==> config.mk <==
export PLATFORM = sky130hd
export DESIGN_NAME = alu_share_arbiter
export DESIGN_NICKNAME = d
export VERILOG_FILES = /design/src/rtl/alu_share_arbiter_pkg.sv /design/src/rtl/alu_share_arbiter_rr_arbiter.sv /design/src/rtl/alu_share_arbiter.sv
export SDC_FILE = /design/constraint.sdc
export NUM_CORES = 1
export LEC_CHECK = 0
export CAP_MARGIN = 20
export CORE_AREA = 2 2 164 166
export DETAILED_ROUTE_END_ITERATION = 8
export DIE_AREA = 0 0 166 168
export PLACE_DENSITY = 0.68
export SLEW_MARGIN = 20
export SYNTH_ARGS = -nofsm -noshare
export SYNTH_HDL_FRONTEND = slang
export SYNTH_SLANG_ARGS = --single-unit
==> constraint.sdc <==
create_clock -name clk_i -period 7.9 [get_ports clk_i]
set_input_delay 1.58 -clock clk_i [delete_from_list [all_inputs] [get_ports clk_i]]
set_output_delay 1.58 -clock clk_i [all_outputs]
set_load 0.03 [all_outputs]
==> src/rtl/alu_share_arbiter_pkg.sv <==
// Shared types and defaults for the ALU sharing arbiter.
//   alu_op_e     : opcodes with a meaning known to this block's users
//   arb_state_e  : arbiter FSM states
//   idx_w()      : width of a requester index
package alu_share_arbiter_pkg;

    localparam int DEF_NUM_REQ = 4;
    localparam int DEF_WIDTH   = 32;
    localparam int DEF_OPC_W   = 3;

    // The ALU defines what each opcode means; only the compare is named here.
    typedef enum logic [2:0] {
        OP_LT = 3'b011
    } alu_op_e;

    typedef enum logic [1:0] {
        IDLE = 2'd0,
        EXEC = 2'd1,
        RESP = 2'd2
    } arb_state_e;

    function automatic int idx_w(input int n);
        return (n > 1) ? $clog2(n) : 1;
    endfunction

endpackage

==> src/rtl/alu_share_arbiter_rr_arbiter.sv <==
// Combinational round-robin picker.
//   req_i : request vector
//   ptr_i : index of the last grant; search starts at ptr_i+1
//   gnt_o : one-hot grant (zero when no request)
//   idx_o : index of the granted requester
//   any_o : at least one request present
module rr_arbiter
    import alu_share_arbiter_pkg::*;
#(
    parameter int  NUM_REQ = DEF_NUM_REQ,
    localparam int IDX_W   = idx_w(NUM_REQ)
) (
    input  logic [NUM_REQ-1:0] req_i,
    input  logic [IDX_W-1:0]   ptr_i,
    output logic [NUM_REQ-1:0] gnt_o,
    output logic [IDX_W-1:0]   idx_o,
    output logic               any_o
);

    logic [IDX_W-1:0] cand;

    // Offset 1..NUM_REQ so the last winner is checked last.
    always_comb begin
        gnt_o = '0;
        idx_o = '0;
        any_o = 1'b0;
        cand  = '0;
        for (int i = 1; i <= NUM_REQ; i++) begin
            cand = IDX_W'((int'(ptr_i) + i) % NUM_REQ);
            if (!any_o && req_i[cand]) begin
                any_o       = 1'b1;
                gnt_o[cand] = 1'b1;
                idx_o       = cand;
            end
        end
    end

endmodule

==> src/rtl/alu_share_arbiter.sv <==
// Shares one external combinational ALU among NUM_REQ requesters.
// Round-robin accept, registered operands and result, one op per 2 cycles peak.
//   clk_i, rst_i          : clock, synchronous active-high reset
//   req_valid_i/ready_o   : per-requester request handshake (ready one-hot)
//   req_a_i/b_i/opcode_i  : per-requester operands and opcode
//   rsp_valid_o/ready_i   : per-requester response handshake (valid one-hot)
//   rsp_result_o          : shared result bus
//   alu_a_o/b_o/opcode_o  : to the ALU, straight from the operand registers
//   alu_result_i          : from the ALU
//   busy_o                : FSM not idle
module alu_share_arbiter
    import alu_share_arbiter_pkg::*;
#(
    parameter int NUM_REQ = DEF_NUM_REQ,
    parameter int WIDTH   = DEF_WIDTH,
    parameter int OPC_W   = DEF_OPC_W
) (
    input  logic                             clk_i,
    input  logic                             rst_i,
    input  logic [NUM_REQ-1:0]               req_valid_i,
    output logic [NUM_REQ-1:0]               req_ready_o,
    input  logic [NUM_REQ-1:0][WIDTH-1:0]    req_a_i,
    input  logic [NUM_REQ-1:0][WIDTH-1:0]    req_b_i,
    input  logic [NUM_REQ-1:0][OPC_W-1:0]    req_opcode_i,
    output logic [NUM_REQ-1:0]               rsp_valid_o,
    input  logic [NUM_REQ-1:0]               rsp_ready_i,
    output logic [WIDTH-1:0]                 rsp_result_o,
    output logic [WIDTH-1:0]                 alu_a_o,
    output logic [WIDTH-1:0]                 alu_b_o,
    output logic [OPC_W-1:0]                 alu_opcode_o,
    input  logic [WIDTH-1:0]                 alu_result_i,
    output logic                             busy_o
);

    // state | meaning
    // IDLE  | nothing in flight, accept any request
    // EXEC  | operands registered and on the ALU, capture result
    // RESP  | result held for owner; handshake may hand over to a new request

    localparam int IDX_W = idx_w(NUM_REQ);

    arb_state_e       state_q, state_d;
    logic [IDX_W-1:0] rr_ptr_q, rr_ptr_d;
    logic [IDX_W-1:0] owner_q, owner_d;
    logic [WIDTH-1:0] a_q, a_d;
    logic [WIDTH-1:0] b_q, b_d;
    logic [OPC_W-1:0] op_q, op_d;
    logic [WIDTH-1:0] res_q, res_d;

    logic [NUM_REQ-1:0] gnt;
    logic [IDX_W-1:0]   gnt_idx;
    logic               gnt_any;
    logic               accept;

    rr_arbiter #(.NUM_REQ(NUM_REQ)) u_rr (
        .req_i (req_valid_i),
        .ptr_i (rr_ptr_q),
        .gnt_o (gnt),
        .idx_o (gnt_idx),
        .any_o (gnt_any)
    );

    always_ff @(posedge clk_i) begin
        if (rst_i) begin
            state_q  <= IDLE;
            rr_ptr_q <= IDX_W'(NUM_REQ - 1);
            owner_q  <= '0;
            a_q      <= '0;
            b_q      <= '0;
            op_q     <= '0;
            res_q    <= '0;
        end else begin
            state_q  <= state_d;
            rr_ptr_q <= rr_ptr_d;
            owner_q  <= owner_d;
            a_q      <= a_d;
            b_q      <= b_d;
            op_q     <= op_d;
            res_q    <= res_d;
        end
    end

    always_comb begin
        state_d     = state_q;
        rr_ptr_d    = rr_ptr_q;
        owner_d     = owner_q;
        a_d         = a_q;
        b_d         = b_q;
        op_d        = op_q;
        res_d       = res_q;
        accept      = 1'b0;
        req_ready_o = '0;
        rsp_valid_o = '0;

        case (state_q)
            IDLE: begin
                accept = gnt_any;
            end
            EXEC: begin
                res_d   = alu_result_i;
                state_d = RESP;
            end
            RESP: begin
                rsp_valid_o[owner_q] = 1'b1;
                // Handover: the completing response and the next accept share a cycle.
                if (rsp_ready_i[owner_q]) begin
                    if (gnt_any) begin
                        accept = 1'b1;
                    end else begin
                        state_d = IDLE;
                    end
                end
            end
            default: begin
                state_d = IDLE;
            end
        endcase

        if (accept) begin
            req_ready_o = gnt;
            a_d         = req_a_i[gnt_idx];
            b_d         = req_b_i[gnt_idx];
            op_d        = req_opcode_i[gnt_idx];
            owner_d     = gnt_idx;
            rr_ptr_d    = gnt_idx;
            state_d     = EXEC;
        end
    end

    assign rsp_result_o = res_q;
    assign alu_a_o      = a_q;
    assign alu_b_o      = b_q;
    assign alu_opcode_o = op_q;
    assign busy_o       = (state_q != IDLE);

endmodule

* After elaboration in Yosys (flattened, before gate mapping)
Cells that the tools add are included.
** Operators by class
- Add/sub/neg operators :: 4
- Magnitude comparators :: 11
- Eq/ne operators :: 7
- Multiplexer cells :: 47
- Bitwise gates (word level) :: 4
- Reduce and logical (&&, ||, !) cells :: 16
** Operator list (count)
- binary-select mux 32 bit (select 2 bit) :: 2
- two-way mux 32 bit :: 2
- two-way mux 4 bit :: 6
- < comparator 2 x 3 -> 1 bit, second input constant :: 6
- two-way mux 1 bit :: 17
- two-way mux 2 bit :: 6
- bitwise OR 4 bit :: 3
- binary-select mux 1 bit (select 2 bit) :: 5
- demux 1 bit (select 2 bit) :: 5
- >= comparator 2 x 1 -> 1 bit, second input constant :: 5
- logical AND 1 bit :: 8
- binary-select mux 3 bit (select 2 bit) :: 1
- != test 2 bit, second input constant :: 3
- != test 3 bit, second input constant :: 2
- case mux 2 bit (3 select lines) :: 1
- AND reduction 3 bit :: 2
- adder 2 x 1 -> 2 bit, second input constant :: 2
- adder 2 bit, second input constant :: 2
- logical NOT 1 bit :: 3
- two-way mux 3 bit :: 1
- equality test 2 x 1 -> 1 bit, second input constant :: 1
- equality test 2 bit, second input constant :: 1
- logical NOT 2 bit :: 1
- case mux 1 bit (2 select lines) :: 1
- 3 further kinds :: 3
** Storage, ports and cells
- Register bits after elaboration :: 105
- Bits of input ports :: 310
- Output and inout port bits :: 108

* Logic depth before layout (Yosys ltp)
- Word-level depth :: 18
- Depth in mapped cells :: 12
- Gate-level depth less buffers :: 7

* Modules after synthesis
From an unflattened synthesis, not the netlist that was laid out.
** Second synthesis, totals
- Cell total of the unflattened synthesis :: 641
- Area total of the unflattened synthesis :: 6311.1 um^2
** Modules (own cells, without submodules)
- alu_share_arbiter :: times used 1, cells each 555, area each 5681.7 um^2, sequential area each 2102.0 um^2
- rr_arbiter :: times used 1, cells each 86, area each 629.4 um^2, sequential area each 0.0 um^2

* Worst setup path before layout
OpenSTA, ideal clock, no wires.
- Kind :: input port to output port
- From :: input port req_valid_i[0]
- To :: output port req_ready_o[3]
- Arrival :: 3290 ps
- Slack :: 3030 ps
- Stages on the path :: 6
- Path buffers :: 1
- Cell sequence :: buf_2 -> or3b_4 -> a2111oi_4 -> nand2b_1 -> nand2_1 -> a21oi_1
** Between the ends
- Cells in the longest elaborated chain, start to end :: 16
- Elaborated cells on any way between the ends :: 29
- Classes of those cells :: mux (20); bitwise (3); reduce/logical (6)
** RTL lines
- from (decl) :: line alu_share_arbiter.sv:20 : input logic [NUM_REQ-1:0] req_valid_i,
- binary-select mux 1 bit (select 2 bit) :: line alu_share_arbiter_rr_arbiter.sv:30 : if (!any_o && req_i[cand]) begin
- two-way mux 1 bit (implied by the code) :: line alu_share_arbiter_rr_arbiter.sv:30
- two-way mux 1 bit :: line alu_share_arbiter_rr_arbiter.sv:30
- logical NOT 1 bit :: line alu_share_arbiter_rr_arbiter.sv:30
- logical AND 1 bit :: line alu_share_arbiter_rr_arbiter.sv:30
- two-way mux 1 bit :: line alu_share_arbiter_rr_arbiter.sv:30
- logical NOT 1 bit :: line alu_share_arbiter_rr_arbiter.sv:30
- logical AND 1 bit :: line alu_share_arbiter_rr_arbiter.sv:30
- two-way mux 1 bit :: line alu_share_arbiter_rr_arbiter.sv:30
- logical NOT 1 bit :: line alu_share_arbiter_rr_arbiter.sv:30
- logical AND 1 bit :: line alu_share_arbiter_rr_arbiter.sv:30
- two-way mux 1 bit :: line alu_share_arbiter_rr_arbiter.sv:30
- two-way mux 1 bit :: line alu_share_arbiter.sv:107 : if (gnt_any) begin
- two-way mux 1 bit :: line alu_share_arbiter.sv:106 : if (rsp_ready_i[owner_q]) begin
- case mux 1 bit (2 select lines) :: line alu_share_arbiter.sv:95 : case (state_q)
- two-way mux 4 bit (*) :: line alu_share_arbiter.sv:119 : if (accept) begin
- to (decl) :: line alu_share_arbiter.sv:21 : output logic [NUM_REQ-1:0] req_ready_o,
Every way passes the cells marked *; elsewhere a longest branch is shown, timed or not. The select of a mux whose other input is x is not followed.

* Worst setup path in the final report
- From :: input port req_valid_i[3]
- To :: output port req_ready_o[3]
The elaborated chain is that of the path after synthesis.

==> out/results.ini <==
[synth]
synth_xor_area_share_pct = 0
synthesis.area_sq_um = 6960
synth_top_family_by_area = compound AO/OA/AOI/OAI gates
ys_types = 47
synth_largest_area_cell = dfxtp_1
ys_ff_latch = 105
synth_edf_count = 0
avgSynthCellArea_sq_um = 8.97
yosys.area.top_type_share_pct = 30.2
syn_nets = 1094
netlist_top_cells_area = dfxtp_1 30%, a221oi_2 15%, and2_1 12%
synth-simple-area-share_pct = 22.1
synth-warning-count = 0
yosysSeqAreaShare_pct = 30.2
muxShareOfSynthArea_pct = 1.67
synth-compound-area-share_pct = 37.5
syn_inst = 776
synth_ff_type = dfxtp_1
synth_async_sr_flop_share_pct = 0
synthAdderAreaFrac_pct = 1.44

[setup_path]
slowest_delay_ns = 0.76
cp_slowest_cell = clkdlybuf4s50_1
cp-start-kind = input pin
required_ns = 6.32
arrival_ns = 4.46
path_max_fanout = 12
end_kind = primary output
worst-setup-path-type = in2out
rr_worst_depth = 8
rrSetupSlack_ns = 3.90
crit_top_cell = clkdlybuf4s50_1
cp.depth = 6
path_buf_inv = 2
cp_top_family = buffers and inverters
cp_cell_sequence = clkdlybuf4s50_1, mux4_2, a311oi_1, a222oi_1, a21oi_1, clkdlybuf4s50_1

[timing]
fmax_mhz = 165
relSlewSlack_pct = 24.9
rsz0062_at_grt = false
hold_viol = 0
finalCritPeriodShare_pct = 76.5
setup_violations = 0
tns_ns = 0
tightestPinTransition_ns = 1.13
drv_slew = 0
skew_ns = 0.0148
period_needed_ns = 6.04

[detailed_routing]
wl_met2_um = 14100
ant_nets = 0
wl_per_cell_um = 19.4
vias = 7555
post-route-drc-count = 0
met3_length_um = 2180
wl_met1_um = 11800
routed.top_layer = met4
drt_pre_antenna_iters = 5
drt_wl_total_um = 28600
first_iter_violations = 483
vias_per_cell = 5.13

[clock_network]
path_clk_slew_ns = 0.07
cts_tree = built
post_cts_resized = 0
cts.path.max_buffers = 2
clock_latency_ns = 0.35
post-cts-setup-buffers = 0
numCtsBuffers = 9
cts_root_buffer = clkbuf_16
ctsHoldBuffers = 0
htree_levels = 3
cts.sinks = 105

[run_status]
status = completed

[cells_and_area]
register_area_sq_um = 2100
finalInstanceArea_sq_um = 11500
nets = 1443
nFillCells = 2578
fin_cells = 1474
multiInputGateArea_sq_um = 4400
drive_gt1_share_pct = 11.7
syn_to_final_growth_pct = 65.6

[floorplan]
core_area_sq_um = 26400
initial_utilization_pct = 26.4
die_h_um = 168
ios = 418
row_count = 60
die_x_um = 166
dieArea_sq_um = 27900

[placed_design]
portBuffers = 417
place.gp.congestion = 0.788
dp_hpwl_um = 19800
dpl.cell_count = 1455
dpl-instance-area_sq_um = 11200

[job]
max_cap_viol_count = 0

[global_route]
grt_pass1_vias = 7426
grt_use_total_pct = 19.4
antenna_found_initial = 3
globalRoute.totalOverflow = 0
grt_max_degree = 89
grt_pass1_wl_um = 43000

[power]
ir_worst_vdd_v = 0.000250
power.total_mw = 2.93
leakage_nw = 3.98
powerDensity_nw_per_um2 = 254

[worst_hold_path]
holdPathStages = 2
hold_path.class = reg2reg

-- cells in the final DEF (no fill, tap or decap), drive strengths merged, types with 3 or more instances in the layout --
cell and n:
clkdlybuf4s50 417, nand2 139, and2 135, a221oi 134
dfxtp 105, o31ai 68, a21oi 38, clkbuf 10
buf 10, nor2 9, ha 8, inv 7
mux2i 6, a222oi 4, nor3b 4, diode 3
nor2b 3
-- cell type report --
class,count,area share [%]
clock inverter,6,0.629
multi-input combinational,577,38.2
antenna,3,0.0651
clock buffer,10,2.07
inverter,5,0.163
timing repair buffer,427,37.0
tap,341,3.70
sequential,105,18.2
-- tightest hold or removal path: stages, from the launching register on --
cell	delay, ns
dfxtp_1	0.31
nand2_1	0.05
a21oi_1	0.05
-- stage by stage --
step / hold slack, ns / setup slack [ns] / util, %
floorplan: 0.531 / 3.03 / -
global placement: 0.433 / 1.93 / 42.5
detailed placement: 0.438 / 1.85 / 42.5
CTS: 0.456 / 1.85 / 43.7
global route: 0.476 / 1.71 / 43.8
finish: 0.453 / 1.86 / 43.8
-- where the power goes --
| part | leakage [nW] | internal [mW] | switching, mW |
|---|---|---|---|
| registers | 0.866 | 0.659 | 0.0797 |
| clock network | 0.150 | 0.259 | 0.223 |
| logic | 2.96 | 0.694 | 1.01 |
| total | 3.98 | 1.61 | 1.32 |
-- cells by family after synthesis --
family | Yosys count
flip-flops | 105
multiplexers | 9
AND/OR/NAND/NOR | 302
buffers and inverters | 94
AO/OA/AOI/OAI | 258
adder cells (fa/ha/maj) | 8
-- cell usage after synthesis, types with 2 or more instances --
library cell	count
a21oi_1	38
a221oi_1	65
a221oi_2	69
a222oi_1	4
and2_1	135
buf_1	4
buf_2	26
buf_4	3
buf_6	10
buf_8	2
clkbuf_1	44
dfxtp_1	105
ha_1	8
inv_1	5
mux2i_1	6
mux4_2	2
nand2_1	139
nand3b_1	2
nor2_1	9
nor2b_1	3
nor3_1	2
nor3b_1	4
o21bai_1	2
o31ai_1	47
o31ai_2	20
-- routing by layer --
| layer | track usage [%] | vias to the layer above |
|---|---|---|
| met5 | 0 | - |
| li1 | - | 3626 |
| met1 | 23.0 | 3586 |
| met4 | 6.12 | 0 |
| met2 | 33.5 | 321 |
| met3 | 5.90 | 22 |
-- registers in the layout (all words and copies together) (netlist names) --
register	cells
state_q	2
alu_b_o	32
rr_ptr_q	2
rsp_result_o	32
alu_a_o	32
owner_q	2
alu_opcode_o	3
-- path summary, 6_finish.rpt --
check,from,endpoint
worst max-delay path,req_valid_i[3],req_ready_o[3]
worst min-delay path,rsp_result_o[9],rsp_result_o[9]
worst max register to register,rr_ptr_q[0],alu_b_o[1]
worst min register to register,rsp_result_o[9],rsp_result_o[9]
No activity file was read; power rests on OpenSTA's default activity.
